[config.mk]
export PLATFORM = sky130hd
export DESIGN_NAME = dpram_initiator
export DESIGN_NICKNAME = d
export VERILOG_FILES = /design/src/rtl/dpram_initiator_pkg.sv /design/src/rtl/dpram_initiator_port_fsm.sv /design/src/rtl/dpram_initiator.sv
export SDC_FILE = /design/constraint.sdc
export NUM_CORES = 1
export LEC_CHECK = 0
export ABC_AREA = 1
export CAP_MARGIN = 20
export CORE_MARGIN = 2
export CORE_UTILIZATION = 44
export CTS_CLUSTER_SIZE = 30
export DETAILED_ROUTE_END_ITERATION = 8
export GPL_ROUTABILITY_DRIVEN = 0
export PLACE_DENSITY = 0.87
export SETUP_SLACK_MARGIN = 0.1
export SLEW_MARGIN = 10
export SYNTH_ARGS = -nofsm -noshare
export SYNTH_HDL_FRONTEND = slang
export SYNTH_SLANG_ARGS = --single-unit
[constraint.sdc]
create_clock -name clk -period 2 [get_ports clk]
set_input_delay 0.3 -clock clk [delete_from_list [all_inputs] [get_ports clk]]
set_output_delay 0.3 -clock clk [all_outputs]
set_load 0.05 [all_outputs]
[src/rtl/dpram_initiator_pkg.sv]
// Shared types and helpers for the dual-port RAM initiator: port FSM states,
// latency counter sizing and the same-address hazard resolver.
package dpram_init_pkg;

    typedef enum logic [1:0] {
        IDLE     = 2'd0,
        WAIT_RD  = 2'd1,
        HOLD_RSP = 2'd2
    } port_state_e;

    // Wide enough to hold the largest supported read latency (4).
    localparam int LAT_CNT_W = $clog2(4) + 1;

    // Addresses are zero-extended to this width before hazard comparison.
    localparam int MAX_ADDR_W = 16;

    // Returns {stall_a, stall_b}. A write always wins over the other port so that
    // write/write leaves B's data last and a cross-port read sees the new data.
    function automatic logic [1:0] same_addr_hazard(
        input logic                  we_a,
        input logic                  we_b,
        input logic [MAX_ADDR_W-1:0] addr_a,
        input logic [MAX_ADDR_W-1:0] addr_b
    );
        logic [1:0] stall;
        stall = 2'b00;
        if (addr_a == addr_b) begin
            if (we_a) begin
                stall = 2'b01;
            end else if (we_b) begin
                stall = 2'b10;
            end
        end
        return stall;
    endfunction

endpackage

[src/rtl/dpram_initiator_port_fsm.sv]
// One requester port: command acceptance, registered RAM pins, read latency
// tracking and a held response register (one outstanding read at a time).
module dpram_port_fsm
    import dpram_init_pkg::*;
#(
    parameter int ADDR_W = 4,
    parameter int DATA_W = 8,
    parameter int RD_LAT = 1
) (
    input  logic              clk,
    input  logic              rst_n,
    input  logic              stall,
    input  logic              cmd_valid,
    output logic              cmd_ready,
    input  logic              cmd_we,
    input  logic [ADDR_W-1:0] cmd_addr,
    input  logic [DATA_W-1:0] cmd_wdata,
    output logic              rsp_valid,
    input  logic              rsp_ready,
    output logic [DATA_W-1:0] rsp_rdata,
    output logic [ADDR_W-1:0] ram_add,
    output logic [DATA_W-1:0] ram_datain,
    output logic              ram_en,
    input  logic [DATA_W-1:0] ram_data_out,
    output logic              idle
);

    port_state_e          state_q;
    port_state_e          state_d;
    logic [LAT_CNT_W-1:0] cnt_q;
    logic [LAT_CNT_W-1:0] cnt_d;
    logic                 run_q;
    logic                 accept;
    logic                 capture;

    // run_q keeps cmd_ready low while reset is asserted and for the first edge after release.
    always_ff @(posedge clk or negedge rst_n) begin
        if (!rst_n) begin
            state_q <= IDLE;
            cnt_q   <= '0;
            run_q   <= 1'b0;
        end else begin
            state_q <= state_d;
            cnt_q   <= cnt_d;
            run_q   <= 1'b1;
        end
    end

    assign idle      = run_q && (state_q == IDLE);
    assign cmd_ready = idle && !stall;
    assign accept    = cmd_valid && cmd_ready;
    assign rsp_valid = (state_q == HOLD_RSP);

    always_comb begin
        state_d = state_q;
        cnt_d   = cnt_q;
        capture = 1'b0;
        case (state_q)
            IDLE: begin
                if (accept && !cmd_we) begin
                    state_d = WAIT_RD;
                    cnt_d   = LAT_CNT_W'(RD_LAT);
                end
            end
            WAIT_RD: begin
                // Data is valid on the RAM output once RD_LAT edges have passed since the address went out.
                if (cnt_q == '0) begin
                    capture = 1'b1;
                    state_d = HOLD_RSP;
                end else begin
                    cnt_d = cnt_q - LAT_CNT_W'(1);
                end
            end
            HOLD_RSP: begin
                if (rsp_ready) begin
                    state_d = IDLE;
                end
            end
            default: begin
                state_d = IDLE;
            end
        endcase
    end

    // RAM pins are registered; the address holds its last value while idle.
    always_ff @(posedge clk or negedge rst_n) begin
        if (!rst_n) begin
            ram_add    <= '0;
            ram_datain <= '0;
            ram_en     <= 1'b0;
        end else begin
            ram_en <= accept && cmd_we;
            if (accept) begin
                ram_add <= cmd_addr;
            end
            if (accept && cmd_we) begin
                ram_datain <= cmd_wdata;
            end
        end
    end

    always_ff @(posedge clk or negedge rst_n) begin
        if (!rst_n) begin
            rsp_rdata <= '0;
        end else if (capture) begin
            rsp_rdata <= ram_data_out;
        end
    end

endmodule

[src/rtl/dpram_initiator.sv]
// Requester front end for the 16x8 dual-port RAM: two command/response channels
// with deterministic same-address hazard resolution and a collision counter.
module dpram_initiator
    import dpram_init_pkg::*;
#(
    parameter int ADDR_W = 4,
    parameter int DATA_W = 8,
    parameter int RD_LAT = 1,
    parameter int CNT_W  = 8
) (
    input  logic              clk,
    input  logic              rst_n,
    input  logic              cmd_valid_a,
    input  logic              cmd_valid_b,
    output logic              cmd_ready_a,
    output logic              cmd_ready_b,
    input  logic              cmd_we_a,
    input  logic              cmd_we_b,
    input  logic [ADDR_W-1:0] cmd_addr_a,
    input  logic [ADDR_W-1:0] cmd_addr_b,
    input  logic [DATA_W-1:0] cmd_wdata_a,
    input  logic [DATA_W-1:0] cmd_wdata_b,
    output logic              rsp_valid_a,
    output logic              rsp_valid_b,
    input  logic              rsp_ready_a,
    input  logic              rsp_ready_b,
    output logic [DATA_W-1:0] rsp_rdata_a,
    output logic [DATA_W-1:0] rsp_rdata_b,
    output logic [ADDR_W-1:0] ram_add_a,
    output logic [ADDR_W-1:0] ram_add_b,
    output logic [DATA_W-1:0] ram_datain_a,
    output logic [DATA_W-1:0] ram_datain_b,
    output logic              ram_en_a,
    output logic              ram_en_b,
    input  logic [DATA_W-1:0] ram_data_out_a,
    input  logic [DATA_W-1:0] ram_data_out_b,
    output logic [CNT_W-1:0]  collision_cnt
);

    logic       idle_a;
    logic       idle_b;
    logic       contend;
    logic [1:0] hazard;
    logic       stall_a;
    logic       stall_b;
    logic       blocked;

    // Hazards only matter when both ports could be accepted on the same edge.
    assign contend = idle_a && idle_b && cmd_valid_a && cmd_valid_b;
    assign hazard  = contend ? same_addr_hazard(cmd_we_a, cmd_we_b,
                                                MAX_ADDR_W'(cmd_addr_a),
                                                MAX_ADDR_W'(cmd_addr_b))
                             : 2'b00;
    assign stall_a = hazard[1];
    assign stall_b = hazard[0];
    assign blocked = (stall_a && cmd_valid_a) || (stall_b && cmd_valid_b);

    dpram_port_fsm #(
        .ADDR_W (ADDR_W),
        .DATA_W (DATA_W),
        .RD_LAT (RD_LAT)
    ) u_port_a (
        .clk          (clk),
        .rst_n        (rst_n),
        .stall        (stall_a),
        .cmd_valid    (cmd_valid_a),
        .cmd_ready    (cmd_ready_a),
        .cmd_we       (cmd_we_a),
        .cmd_addr     (cmd_addr_a),
        .cmd_wdata    (cmd_wdata_a),
        .rsp_valid    (rsp_valid_a),
        .rsp_ready    (rsp_ready_a),
        .rsp_rdata    (rsp_rdata_a),
        .ram_add      (ram_add_a),
        .ram_datain   (ram_datain_a),
        .ram_en       (ram_en_a),
        .ram_data_out (ram_data_out_a),
        .idle         (idle_a)
    );

    dpram_port_fsm #(
        .ADDR_W (ADDR_W),
        .DATA_W (DATA_W),
        .RD_LAT (RD_LAT)
    ) u_port_b (
        .clk          (clk),
        .rst_n        (rst_n),
        .stall        (stall_b),
        .cmd_valid    (cmd_valid_b),
        .cmd_ready    (cmd_ready_b),
        .cmd_we       (cmd_we_b),
        .cmd_addr     (cmd_addr_b),
        .cmd_wdata    (cmd_wdata_b),
        .rsp_valid    (rsp_valid_b),
        .rsp_ready    (rsp_ready_b),
        .rsp_rdata    (rsp_rdata_b),
        .ram_add      (ram_add_b),
        .ram_datain   (ram_datain_b),
        .ram_en       (ram_en_b),
        .ram_data_out (ram_data_out_b),
        .idle         (idle_b)
    );

    // Saturating count of cycles in which a valid command was held off by a hazard.
    always_ff @(posedge clk or negedge rst_n) begin
        if (!rst_n) begin
            collision_cnt <= '0;
        end else if (blocked && (collision_cnt != '1)) begin
            collision_cnt <= collision_cnt + CNT_W'(1);
        end
    end

endmodule

-- Yosys cells after proc, flatten, opt, wreduce, memory -nomap -nowiden
Cells that the tools add are included.
- $add $sub $neg: 3
- equality and inequality tests: 14
- mux-type cells: 22
- reduce and logical (&&, ||, !) cells: 31
- operators by type and width (cell ; count):
    2-bit 2-to-1 mux ; 10
    1-bit logical AND ; 16
    3-bit 2-to-1 mux ; 4
    2-bit one-hot mux with 3 select lines ; 2
    3-bit one-hot mux with 2 select lines ; 2
    3-bit AND reduction ; 4
    8-bit by 1-bit adder with 8-bit output (second input constant) ; 1
    2-bit by 1-bit != test with 1-bit output (second input constant) ; 4
    2-bit != test (second input constant) ; 4
    8-bit != test (second input constant) ; 1
    3-bit zero test ; 2
    3-bit by 1-bit subtractor with 3-bit output (second input constant) ; 2
    2-bit by 1-bit == test with 1-bit output (second input constant) ; 2
    2-bit == test (second input constant) ; 2
    4-bit == test ; 1
    1-bit zero test ; 4
    2-bit zero test ; 2
    1-bit 2-to-1 mux ; 4
    2-bit nonzero test ; 2
    1-bit logical OR ; 1
- register bits: 61
- word-level logic and storage cells: 84

-- Longest topological paths before layout
- word-level depth: 12
- mapped depth: 10
- mapped depth without buffers: 10

-- Modules after synthesis
From an unflattened synthesis, not the netlist that was laid out.
- cells, all modules: 346
- area total of the unflattened synthesis: 3057.9 sq um
- modules (own cells, without submodules) (module ; times used ; cells an instance ; area an instance (sq um)):
    dpram_port_fsm ; 2 ; 125 ; 1194.9
    dpram_initiator ; 1 ; 96 ; 668.1

-- Least setup slack after synthesis
Ideal clock, no wire load.
- path kind: reg-to-output
- start: register u_port_a.state_q[1]
- end: output cmd_ready_a
- arrival time: 1.535 ns
- slack: 0.165 ns
- stages on the path, launching flop included: 7
- path buffers: 0
- cell sequence: dfrtp_1 inv_1 nand3_2 inv_2 nand2_1 nor2_1 a31oi_1
- longest elaborated chain between the ends: 8
- RTL lines (item ; RTL line ; RTL):
    start, declared ; dpram_initiator_port_fsm.sv:28 ; port_state_e state_q;
    start signal, assigned ; dpram_initiator_port_fsm.sv:43 ; state_q <= state_d;
    2-bit zero test * ; dpram_initiator_port_fsm.sv:49 ; assign idle = run_q && (state_q == IDLE);
    1-bit logical AND * ; dpram_initiator_port_fsm.sv:49 ;
    1-bit logical AND (3 in a row) ; dpram_initiator.sv:49 ; assign contend = idle_a && idle_b && cmd_valid_a && cmd_valid_b;
    2-bit 2-to-1 mux ; dpram_initiator.sv:50 ; assign hazard = contend ? same_addr_hazard(cmd_we_a, cmd_we_b,
    1-bit zero test ; dpram_initiator_port_fsm.sv:50 ; assign cmd_ready = idle && !stall;
    1-bit logical AND * ; dpram_initiator_port_fsm.sv:50 ;
    end, declared ; dpram_initiator.sv:15 ; output logic cmd_ready_a,
Mark *: on every way between the ends. The rest lies on a longest branch, timed or not.

-- Worst setup path in the final report
- start: register u_port_b.state_q[1]
- end: output cmd_ready_a
- longest elaborated chain between the ends: 8
- RTL lines (item ; RTL line):
    start, declared ; dpram_initiator_port_fsm.sv:28
    start signal, assigned ; dpram_initiator_port_fsm.sv:43
    2-bit zero test ; dpram_initiator_port_fsm.sv:49
    1-bit logical AND ; dpram_initiator_port_fsm.sv:49
    1-bit logical AND (3 in a row) ; dpram_initiator.sv:49
    2-bit 2-to-1 mux ; dpram_initiator.sv:50
    1-bit zero test ; dpram_initiator_port_fsm.sv:50
    1-bit logical AND ; dpram_initiator_port_fsm.sv:50
Every way passes these cells.

==> key figures <==
Status
  • Outcome: finished clean

Power
  • Power Density: 1690 nW/µm²
  • Final Total Pwr: 7250 µW
  • Lkg Pwr: 0.00223 µW
  • VDD IR max: 1.15 mV

Setup path
  • Reg2Reg Capture Point: u_port_a.ram_add[2]
  • Setup slack, reg-to-reg: 320 ps
  • Worst r2r src: u_port_a.state_q[1]
  • FF-to-FF path depth: 8
  • CP endpoint kind: output port
  • Critical path type: flop to output port
  • Startpoint types: flop
  • Crit Path Max Fanout: 4
  • Arr. time, crit path: 1580 ps
  • Worst EP required: 1700 ps

Drt
  • DRC viols: 0
  • Vias after detailed routing: 2,507
  • DR WL/cell: 14.1 µm
  • Initial DRT Pass Iterations: 4
  • Starting DRT DRC Count: 188
  • Post-route ant nets: 0
  • DR vias/cell: 4.99
  • Routed wire length: 7070 µm

Yosys
  • Sequential element share of the synthesized area: 55.7%
  • Synth Register Bits: 61
  • Post-synthesis cell count: 292
  • Yosys warnings: 0
  • Post-synth EDFFs: 0
  • Syn nets: 345
  • Post-Synthesis Cell Area: 2740 µm²
  • Synthesized area per cell: 9.38 µm²
  • Synth async-reset ratio: 100%
  • Ys flop type: dfrtp_1
  • Yosys cell types: 25

Timing
  • Minimum clock period: 1880 ps
  • Hold Violations, Final: 0
  • FMAX: 0.533 GHz
  • Final period util: 93.9%
  • Worst Skew: 12.1 ps
  • Fin. max-slew vios: 0
  • RSZ-0062 raised after global routing: no
  • Final setup viols: 0
  • Max_slew headroom: 64.8%
  • Final setup TNS: 0 ps
  • Worst Tran Pin Value: 527 ps

Final layout
  • Design area: 4290 µm²
  • # nets final: 475
  • FF/Latch Area: 1530 µm²
  • Finished Core Util: 72.0%
  • Fillers: 431
  • ANT cells: 0
  • Multi-input gate area: 1150 µm²
  • P&R area growth vs syn: 56.5%
  • Layout cells sized above 1: 18.3%

Die
  • Die ar.: 6870 µm²
  • Initial Util: 46.0%
  • Die Wd: 82.9 µm
  • Core footprint: 5960 µm²
  • IO Pins: 102
  • Die Ht: 82.9 µm
  • Num rows: 28

Global routing
  • First-pass GRT wire length: 11,100 µm
  • GRT Residual Overflow: 0
  • Initial antenna violation count: 0
  • GRT Overall Usage: 20.0%
  • Vias in the first global route: 2,534
  • Pin count of the biggest net entering global routing: 62

Placed design
  • Hpwl dp: 4920 µm
  • Placed inst area: 3910 µm²
  • Number of port buffers: 101

Hold path
  • Hold Crit Class: primary input to flop
  • Hold Crit Depth: 3
  • Hold Startpoint: cmd_addr_b[0]
  • Hold path endpoint: u_port_b.ram_add[0]

Clocking
  • TritonCTS clock tree: yes
  • Max H-tree Level: 3
  • Clk_lat worst skew: 330 ps
  • CTS max path bufs: 2
  • Clock-pin slew on the worst setup and hold paths: 70 ps
  • Clock sink count: 61
  • CTS Buf Count: 9
  • Root Buffer: clkbuf_8

Run
  • Max_cap viols: 0
## flip-flops by register name, indices dropped and copies added (netlist names)
register and cells:
u_port_a.ram_en 1, u_port_b.cnt_q 3, u_port_b.state_q 2, u_port_a.ram_datain 8
u_port_b.ram_en 1, collision_cnt 8, u_port_a.rsp_rdata 8, u_port_a.ram_add 4
u_port_b.run_q 1, u_port_a.state_q 2, u_port_b.rsp_rdata 8, u_port_a.cnt_q 3
u_port_b.ram_datain 8, u_port_b.ram_add 4
## repair_timing
item,in CTS,in global routing
endpoints found under the setup margin,8,4
gates resized for setup,12,20
endpoints found under the hold margin,61,0
buffers inserted,1,9
pin swaps,1,6
hold buffers,1,0
## synthesized netlist by cell type (2+ instances only)
master | count | area (µm²)
nand2_1 | 107 | 402
dfrtp_1 | 61 | 1530
inv_1 | 24 | 90.1
nand3_1 | 19 | 95.1
mux2_2 | 16 | 180
nor2_1 | 12 | 45.0
o21ai_0 | 9 | 45.0
nand4_1 | 7 | 43.8
xnor2_1 | 6 | 52.6
ha_1 | 5 | 62.6
nor3_1 | 4 | 20.0
inv_2 | 3 | 11.3
nand4_2 | 3 | 37.5
xor2_1 | 3 | 26.3
nand2_2 | 2 | 12.5
o31ai_1 | 2 | 15.0
## final cells by class
class	instances	area share (%)
sequential	61	35.7
timing repair buffer	119	27.5
multi-input combinational	203	26.9
clock buffer	12	3.62
inverter	28	2.45
tap	75	2.19
clock inverter	4	1.63
## power breakdown
group / total [µW] / internal (µW) / leakage, µW / switching [µW]
Combinational: 3950 / 1430 / 0.00136 / 2520
Clock: 1230 / 766 / 0.000116 / 464
Sequential: 2070 / 1750 / 0.000761 / 317
## routing by layer
metal / part of all wire, % / GRT usage, % / routed length (µm) / up-vias
li1: - / - / - / 1198
met5: 0 / 0 / 0 / -
met4: 2.2 / 8.79 / 152 / 0
met3: 6.4 / 5.67 / 452 / 16
met2: 51 / 33.6 / 3580 / 104
met1: 41 / 24.0 / 2890 / 1189
## cell usage in the layout (no fill, tap or decap), drive strengths merged
cell	instances
nor3	4
or2	1
dlygate4sd3	1
nor2	13
inv	27
ha	5
dlygate4sd2	6
clkbuf	12
mux2	16
a31oi	1
buf	22
conb	1
o31ai	2
nand3	20
bufinv	2
dfrtp	61
xnor2	6
dlymetal6s2s	9
o21ai	9
clkinv	3
nand2	110
and2	1
nand4	10
clkdlybuf4s50	81
nor3b	1
xor2	3
## logic make-up after synthesis
family	Yosys count	share of synthesized area, %
compound gates	12	2.42
buf+inv	28	3.84
simple gates	160	26.2
xor+xnor	9	2.88
flops	61	55.7
other cells	1	0.137
fa+ha+maj	5	2.28
mux	16	6.58
## critical path: stages, from the launching register on
cell and delay (ps):
dfrtp_2 450, nor3b_4 220, nand2_1 130, nor2_4 170, a31oi_4 110, buf_12 160
## worst max-delay path by stage
stage	startpoint	endpoint	slack [ps]	cells after the start
2_1_floorplan	u_port_a.state_q[1]	cmd_ready_a	170	6
3_3_place_gp	cmd_addr_a[3]	u_port_a.ram_add[1]	130	8
3_5_place_dp	cmd_addr_a[0]	u_port_b.ram_datain[3]	90	11
4_1_cts	u_port_a.state_q[1]	cmd_ready_a	100	7
5_1_grt	u_port_a.state_q[1]	cmd_ready_a	40	7
6_report	u_port_b.state_q[1]	cmd_ready_a	120	5
## metrics by stage
step	worst slack [ps]	cells	hold slack, ps
final	122	502	322
after CTS	98.2	493	481
after global routing	42.0	502	325
after floorplan	165	292	4.41
after global placement	132	475	333
after detailed placement	87.9	475	334
No activity file was read; power rests on OpenSTA's default activity.
